## config.mk

```make
export PLATFORM = sky130hd
export DESIGN_NAME = freq_display
export DESIGN_NICKNAME = d
export VERILOG_FILES = /design/src/rtl/freq_display.sv
export SDC_FILE = /design/constraint.sdc
export NUM_CORES = 1
export LEC_CHECK = 0
export BUFFER_PORTS_ARGS = -buffer_cell sky130_fd_sc_hd__buf_2
export CAP_MARGIN = 10
export CELL_PAD_IN_SITES_DETAIL_PLACEMENT = 1
export CELL_PAD_IN_SITES_GLOBAL_PLACEMENT = 1
export CORE_MARGIN = 4
export CORE_UTILIZATION = 46
export DETAILED_ROUTE_END_ITERATION = 7
export GPL_TIMING_DRIVEN = 0
export PLACE_DENSITY_LB_ADDON = 0.1
export SYNTH_ARGS = -nofsm -noshare
export SYNTH_HDL_FRONTEND = slang
export SYNTH_SLANG_ARGS = --single-unit
```

## constraint.sdc

```tcl
create_clock -name aclk -period 3.19 [get_ports aclk]
set_clock_uncertainty 0.05 [all_clocks]
set_input_delay 0.1595 -clock aclk [delete_from_list [all_inputs] [get_ports aclk]]
set_output_delay 0.1595 -clock aclk [all_outputs]
set_load 0.02 [all_outputs]
```

## src/rtl/freq_display.sv

```systemverilog
// Binary-to-BCD frequency display: a sequential double-dabble converter feeding an
// 8-digit multiplexed common-anode 7-segment driver with leading-zero blanking.
module freq_display #(
  parameter int unsigned SCAN_DIV = 50_000,
  parameter bit          BLANK_LZ = 1'b1
) (
  input  logic        aclk,
  input  logic        rstn,
  input  logic        freq_en,
  input  logic [31:0] freq,
  output logic [31:0] bcd,
  output logic        bcd_valid,
  output logic        ovf,
  output logic [7:0]  seg_n,
  output logic [7:0]  an_n
);

  localparam int unsigned    DIV_W    = (SCAN_DIV > 1) ? $clog2(SCAN_DIV) : 1;
  localparam logic [DIV_W-1:0] DIV_LAST = DIV_W'(SCAN_DIV - 1);

  typedef enum logic [1:0] {IDLE, SHIFT, DONE} state_t;

  state_t      state, state_nxt;
  logic [31:0] bin_q, bin_nxt;
  logic [39:0] acc_q, acc_nxt, acc_adj;
  logic [4:0]  cnt_q, cnt_nxt;
  logic [31:0] bcd_nxt;
  logic        ovf_nxt, valid_nxt;

  logic [DIV_W-1:0] div_q;
  logic [2:0]       digit_idx;
  logic [3:0]       digit;
  logic             blank;
  logic [7:0]       seg_nxt, an_nxt;

  function automatic logic [7:0] seg7(input logic [3:0] d);
    case (d)
      4'd0:    seg7 = 8'hC0;
      4'd1:    seg7 = 8'hF9;
      4'd2:    seg7 = 8'hA4;
      4'd3:    seg7 = 8'hB0;
      4'd4:    seg7 = 8'h99;
      4'd5:    seg7 = 8'h92;
      4'd6:    seg7 = 8'h82;
      4'd7:    seg7 = 8'hF8;
      4'd8:    seg7 = 8'h80;
      4'd9:    seg7 = 8'h90;
      default: seg7 = 8'hFF;
    endcase
  endfunction

  always_ff @(posedge aclk or negedge rstn) begin
    if (!rstn) begin
      state     <= IDLE;
      bin_q     <= '0;
      acc_q     <= '0;
      cnt_q     <= '0;
      bcd       <= '0;
      ovf       <= 1'b0;
      bcd_valid <= 1'b0;
    end else begin
      state     <= state_nxt;
      bin_q     <= bin_nxt;
      acc_q     <= acc_nxt;
      cnt_q     <= cnt_nxt;
      bcd       <= bcd_nxt;
      ovf       <= ovf_nxt;
      bcd_valid <= valid_nxt;
    end
  end

  // Add-3 correction on every nibble before each shift of the double-dabble step.
  always_comb begin
    acc_adj = acc_q;
    for (int n = 0; n < 10; n++) begin
      if (acc_q[4*n +: 4] >= 4'd5)
        acc_adj[4*n +: 4] = acc_q[4*n +: 4] + 4'd3;
    end
  end

  always_comb begin
    state_nxt = state;
    bin_nxt   = bin_q;
    acc_nxt   = acc_q;
    cnt_nxt   = cnt_q;
    bcd_nxt   = bcd;
    ovf_nxt   = ovf;
    valid_nxt = 1'b0;
    case (state)
      IDLE: begin
        if (freq_en) begin
          bin_nxt   = freq;
          acc_nxt   = '0;
          cnt_nxt   = '0;
          state_nxt = SHIFT;
        end
      end
      SHIFT: begin
        {acc_nxt, bin_nxt} = {acc_adj, bin_q} << 1;
        cnt_nxt = cnt_q + 5'd1;
        if (cnt_q == 5'd31)
          state_nxt = DONE;
      end
      DONE: begin
        if (acc_q[39:32] != 8'd0) begin
          bcd_nxt = 32'h9999_9999;
          ovf_nxt = 1'b1;
        end else begin
          bcd_nxt = acc_q[31:0];
          ovf_nxt = 1'b0;
        end
        valid_nxt = 1'b1;
        state_nxt = IDLE;
      end
      default: state_nxt = IDLE;
    endcase
  end

  // A digit is blank when it and every more significant nibble are zero.
  always_comb begin
    digit   = bcd[{digit_idx, 2'b00} +: 4];
    blank   = (bcd >> {digit_idx, 2'b00}) == 32'd0;
    seg_nxt = seg7(digit);
    if (ovf)
      seg_nxt = (digit_idx == 3'd0) ? 8'h10 : 8'h90;
    else if (BLANK_LZ && digit_idx != 3'd0 && blank)
      seg_nxt = 8'hFF;
    an_nxt = ~(8'd1 << digit_idx);
  end

  always_ff @(posedge aclk or negedge rstn) begin
    if (!rstn) begin
      div_q     <= '0;
      digit_idx <= '0;
      seg_n     <= 8'hFF;
      an_n      <= 8'hFF;
    end else begin
      if (div_q == DIV_LAST) begin
        div_q     <= '0;
        digit_idx <= digit_idx + 3'd1;
      end else begin
        div_q <= div_q + DIV_W'(1);
      end
      seg_n <= seg_nxt;
      an_n  <= an_nxt;
    end
  end

endmodule

```

# --- Word level (Yosys, flattened, before mapping) ---
# Memory sizes are Yosys's and may differ from the RTL's.
# Cells that the tools add are included.
classes:
  mux: 26
  eq_ne: 6
  n_lt_le_gt_ge: 10
  bitwise_logic: 1
  n_shift: 3
  add_sub_neg: 13
  n_reduce_logical: 9
ops:
  columns: ["op", "count"]
  rows:
  - ["case mux 40 bit (2 select lines)", 1]
  - ["two-way mux 32 bit", 2]
  - ["case mux 32 bit (2 select lines)", 1]
  - [">= comparator 4 x 3 -> 1 bit (second input constant)", 10]
  - ["two-way mux 40 bit", 1]
  - ["adder 4 x 2 -> 4 bit (second input constant)", 9]
  - ["two-way mux 4 bit", 9]
  - ["logical NOT 32 bit", 1]
  - ["indexed part select 32 x 6 -> 4 bit", 1]
  - ["right shift 32 x 5 -> 32 bit", 1]
  - ["two-way mux 8 bit", 3]
  - ["adder 16 x 1 -> 16 bit (second input constant)", 1]
  - ["== test 16 bit (second input constant)", 1]
  - ["two-way mux 16 bit", 1]
  - ["case mux 5 bit (2 select lines)", 1]
  - ["NOT 8 bit", 1]
  - ["nonzero test 8 bit", 1]
  - ["left shift 1 x 3 -> 8 bit (first input constant)", 1]
  - ["adder 5 x 1 -> 5 bit (second input constant)", 1]
  - ["== test 5 bit (second input constant)", 1]
  - ["two-way mux 5 bit", 1]
  - ["two-way mux 2 bit", 2]
  - ["!= test 2 bit (second input constant)", 2]
  - ["case mux 2 bit (2 select lines)", 1]
  - ["other kinds (12)", 14]
totals:
  input_bits: 35
  romBits: 112
  output_inout_bits: 50
  elab_cells: 80
  n_memories: 1
  register_bits: 148
memory_table:
  columns: ["name", "words", "word_bits", "rd", "rd_ports_with_merged_regs", "write_ports", "line", "source"]
  rows:
  - ["(name not given)", 16, 7, 1, 0, 0, "37", "case (d)"]

# --- Logic depth before layout (Yosys ltp) ---
depth:
  ltp_word: 5
  mapped_depth: 11

# --- Least setup slack after synthesis ---
# No wires, ideal clock.
synth_path:
  path_type: "register to register"
  from: "register digit_idx[0]"
  to: "register seg_n[1]"
  path_slack_ns: 0.306
  setup_time_ns: 0.079
  required_time_ns: 3.061
  period_less_slack_ns: 2.884
  path_stages_with_launch: 10
  n_path_buf: 2
  arrival_time_ns: 2.756
  cell_sequence: "dfrtp_1 -> buf_2 -> buf_2 -> mux4_2 -> mux2i_1 -> ha_1 -> o31ai_1 -> a221oi_1 -> nand3_1 -> o22ai_1"
synth_via:
  elab_chain_cells: 5
synth_rtl:
  columns: ["element", "line", "source"]
  rows:
  - ["start, declared", "31", "logic [2:0] digit_idx;"]
  - ["start signal, assigned", "140", "digit_idx <= digit_idx + 3'd1;"]
  - ["branches (longest 3 deep; another with memory read (16 x 7 bit))", null, null]
  - ["two-way mux 8 bit *", "126", "else if (BLANK_LZ && digit_idx != 3'd0 && blank)"]
  - ["two-way mux 8 bit *", "124", "if (ovf)"]
  - ["named net seg_nxt[1]", "34", "logic [7:0] seg_nxt, an_nxt;"]
  - ["end signal, assigned", "144", "seg_n <= seg_nxt;"]
  - ["end, declared", "14", "output logic [7:0] seg_n,"]
# Mark *: on every way through the listed nets, which the timed path passes.
# A chain may end at the register's enable or synchronous reset.

# --- Final worst setup path ---
# Ends and elaborated chain as after synthesis.

==> metrics.md <==
| Metric | Value |
|---|---|
| Leading post-synthesis cells by cell area | dfrtp_1 (45%), nor2_1 (6.3%), ha_1 (6.1%) |
| Fin crit period | ~3000 ps |
| Starting Density | approximately 47% |
| DIE AREA | 18,200 um2 |
| Tot Pwr | roughly 0.007 W |
| Max transition margin | approximately 50% |
| Syn Area/Cell | just under 10 um2 |
| Hold path endpoint | bin_q[0] |
| CP Capture Type | flip-flop |
| NumNets Final | 968 |
| Pwr/cell area | 780 nW/um2 |
| R2R depth | 9 |
| Min-Delay Startpoint | freq_en |
| Inserted Clock Buffers | 17 |
| Largest net degree at the start of global routing | ~100 |
| Clock root cell | clkbuf_16 |
| FF-to-FF setup slack | roughly 270 ps |
| Compound-Gate Fraction of Synth Area | ~14% |
| Final setup vio count | 0 |
| F_max | about 340 MHz |
| Antenna violations before repair | 0 |
| FF/Latch Area | ~3700 um2 |
| Hold_ws | approximately 89 ps |
| Clock slew at reported path FFs | approximately 60 ps |
| Synth Instances | between 700 and 800 |
| Die Y | 135 um |
| Layout cell share with drive strength beyond 1 | between 10% and 20% |
| WP data arrival | 3220 ps |
| Fill cells | between 1,500 and 2,000 |
| FP Rows | 46 |
| Global-route wire length before repair | 36,100 um |
| # clock sinks | approximately 150 |
| Final GP Congestion | approximately 0.83 |
| Yosys top cell area share | between 40 and 50% |
| Most frequent cell after synthesis | dfrtp_1 |
| Buffers on Ports | between 80 and 90 |
| GR Util All Layers | 25.0% |
| Maximum VDD drop | between 0.0004 and 0.0005 V |
| Final WL | approximately 22,000 um |
| Largest area contributor in the netlist | dfrtp_1 |
| Gr ovfl total | 0 |
| Core outline area | roughly 16,000 um2 |
| HP Class | primary input to flip-flop |
| Syn nets | ~830 |
| Startpoint types | flip-flop |
| H-tree levels | 4 |
| EDFF count, synth | 0 |
| Synth async-reset ratio | 100% |
| Initial DRC Count | approximately 280 |
| Sequential-to-total area share from yosys stat | 50.3% |
| Status | finished, final reports clean |
| Sum of negative setup slack | 0 ps |
| RR Startpoint | digit_idx[0] |
| Seq cells post-synth | ~150 |
| Synth Area in XOR/XNOR | about 4% |
| CTS tree | yes |
| Max-cap violations | 0 |
| Worst-Skew Late Latency | approximately 420 ps |
| Worst Path Max Fanout | 10 |
| Vias in the first global route | 6,994 |
| Vias | ~6,300 |
| Worst slew pin tran | approximately 740 ps |
| Post-synthesis mux area share | 4.59% |
| Routed Antenna Nets | 0 |
| Area taken by multi-input logic gates | approximately 3400 um2 |
| Crit path kind | flip-flop to flip-flop |
| Die Wd | between 100 and 150 um |
| Final period util | 91.5% |
| Layout area overhead | 21.7% |
| Hold Path Cell Cnt | 4 |
| DR DRC count | 0 |
| Max clock buf depth | 2 |
| Routed length per instance | around 19 um |
| WP data required | about 3500 ps |
| Final hold viol count | 0 |
| Cell area after synthesis | 7410 um2 |
| Top post-synthesis cells by count | dfrtp_1 (132), nor2_1 (124), nand2_1 (50), o21ai_0 (50), nand3_1 (45) |
| Unrepaired setup endpoints after global routing | no |
| Drt first pass iters | 8 |
| Slew Limit Fails | 0 |
| Ant. Diodes | 0 |
| LEAKAGE | a little under 4 nW |
| Core Util, Final | between 50% and 60% |
| Prevailing post-synth register cell | dfrtp_1 |
| I/O Pins | 85 |
| Worst R2R End | seg_n[1] |
| Vias/cell | roughly 5.6 |
| Dpl hpwl | ~15,000 um |
| Yosys warns | 0 |
| Count of different cell masters after synthesis | 47 |
| Adder-cell share of the synthesized area | under 10% |
| Synth Area in Simple Gates | roughly 17% |
| Largest family of logic cells by synthesized area | simple AND/OR/NAND/NOR gates |
-- critical path, stage by stage (launching register included) --
cell      delay [ps]
dfrtp_1          390
buf_2            220
clkbuf_4         260
mux4_2           550
mux2i_4          290
ha_1             230
o31ai_1           90
a221oi_2         360
nand3_2          210
o22ai_1          200
-- stage by stage --
step                cell area (um2)  setup WS [ps]  instances
global placement               8100           -242       1060
CTS                            8990           44.3       1124
finish                         9010            272       1124
detailed placement             8130           -246       1061
floorplan                      7410            306        760
global route                   9010           71.4       1124
-- power by group --
group | total [W] | switching (W) | internal, W | leakage (nW)
sequential | 0.00282 | 0.000447 | 0.00237 | 1.77
combinational | 0.00242 | 0.00150 | 0.000915 | 1.84
clock | 0.00180 | 0.000731 | 0.00106 | 0.260
total | 0.00703 | 0.00268 | 0.00435 | 3.87
-- flip-flops by register name, indices dropped and copies added (netlist names) --
signal and cells:
div_q 16, an_n 8, state 2, bcd_valid 1, bin_q 32, acc_q 40
bcd 32, seg_n 8, cnt_q 5, digit_idx 3, ovf 1
-- what timing repair did --
| item | 4_1_cts | 5_1_grt |
|---|---|---|
| cloned | 0 | 0 |
| gates resized for setup | 2 | 3 |
| endpoints found under the setup margin | 7 | 6 |
| hold buffers | 33 | 0 |
| endpoints found under the hold margin | 79 | 0 |
| buffers inserted | 0 | 0 |
-- kinds of logic (layout without fill, tap and decap cells) --
family | Yosys count | count (layout)
AND/OR/NAND/NOR | 283 | 283
AO/OA/AOI/OAI | 162 | 162
flip-flops | 148 | 148
buffers and inverters | 75 | 223
adder cells (fa/ha/maj) | 36 | 36
XOR/XNOR | 34 | 34
multiplexers | 22 | 22
-- placed cells by master (no fill, tap or decap), drive strengths merged, types with 4 or more instances in the layout --
cell type,count
xor2,18
nor3b,4
xnor2,16
nor4,7
nor2,124
dfrtp,132
or4,4
nor3,23
a21oi,24
buf,100
nand4,4
mux2i,10
inv,31
mux4,9
dlygate4sd3,33
nand2,50
o21ai,54
clkbuf,54
nand2b,12
nand3,45
dfstp,16
ha,36
clkinv,5
o22ai,33
o31ai,29
a32o,10
-- routing by layer --
| layer | wire, um | track usage (%) | share of wire [%] | up-vias |
|---|---|---|---|---|
| met5 | 0 | 0 | 0 | - |
| met4 | 472 | 8.37 | 2.2 | 0 |
| met3 | 857 | 4.84 | 4.0 | 40 |
| met2 | 11100 | 44.1 | 51 | 133 |
| met1 | 9280 | 30.8 | 43 | 3224 |
| li1 | - | - | - | 2940 |
-- cell type report --
cell class / count / area share (%)
Inverter: 32 / 1.33
Multi-Input combinational cell: 537 / 37.9
Clock buffer: 26 / 5.54
Tap cell: 216 / 3.00
Sequential cell: 148 / 41.3
Clock inverter: 4 / 0.264
Timing Repair Buffer: 118 / 8.71
Buffer: 43 / 1.93
-- worst max-delay path by stage --
stage	from	to	slack (ps)	depth (start not counted)
after floorplan	digit_idx[0]	seg_n[1]	310	9
after global routing	digit_idx[0]	seg_n[1]	70	9
after global placement	digit_idx[0]	seg_n[1]	-240	9
after detailed placement	digit_idx[0]	seg_n[1]	-250	9
final	digit_idx[0]	seg_n[1]	270	9
after CTS	digit_idx[0]	seg_n[1]	40	9
Note: power is estimated with default switching activity, not from simulation.
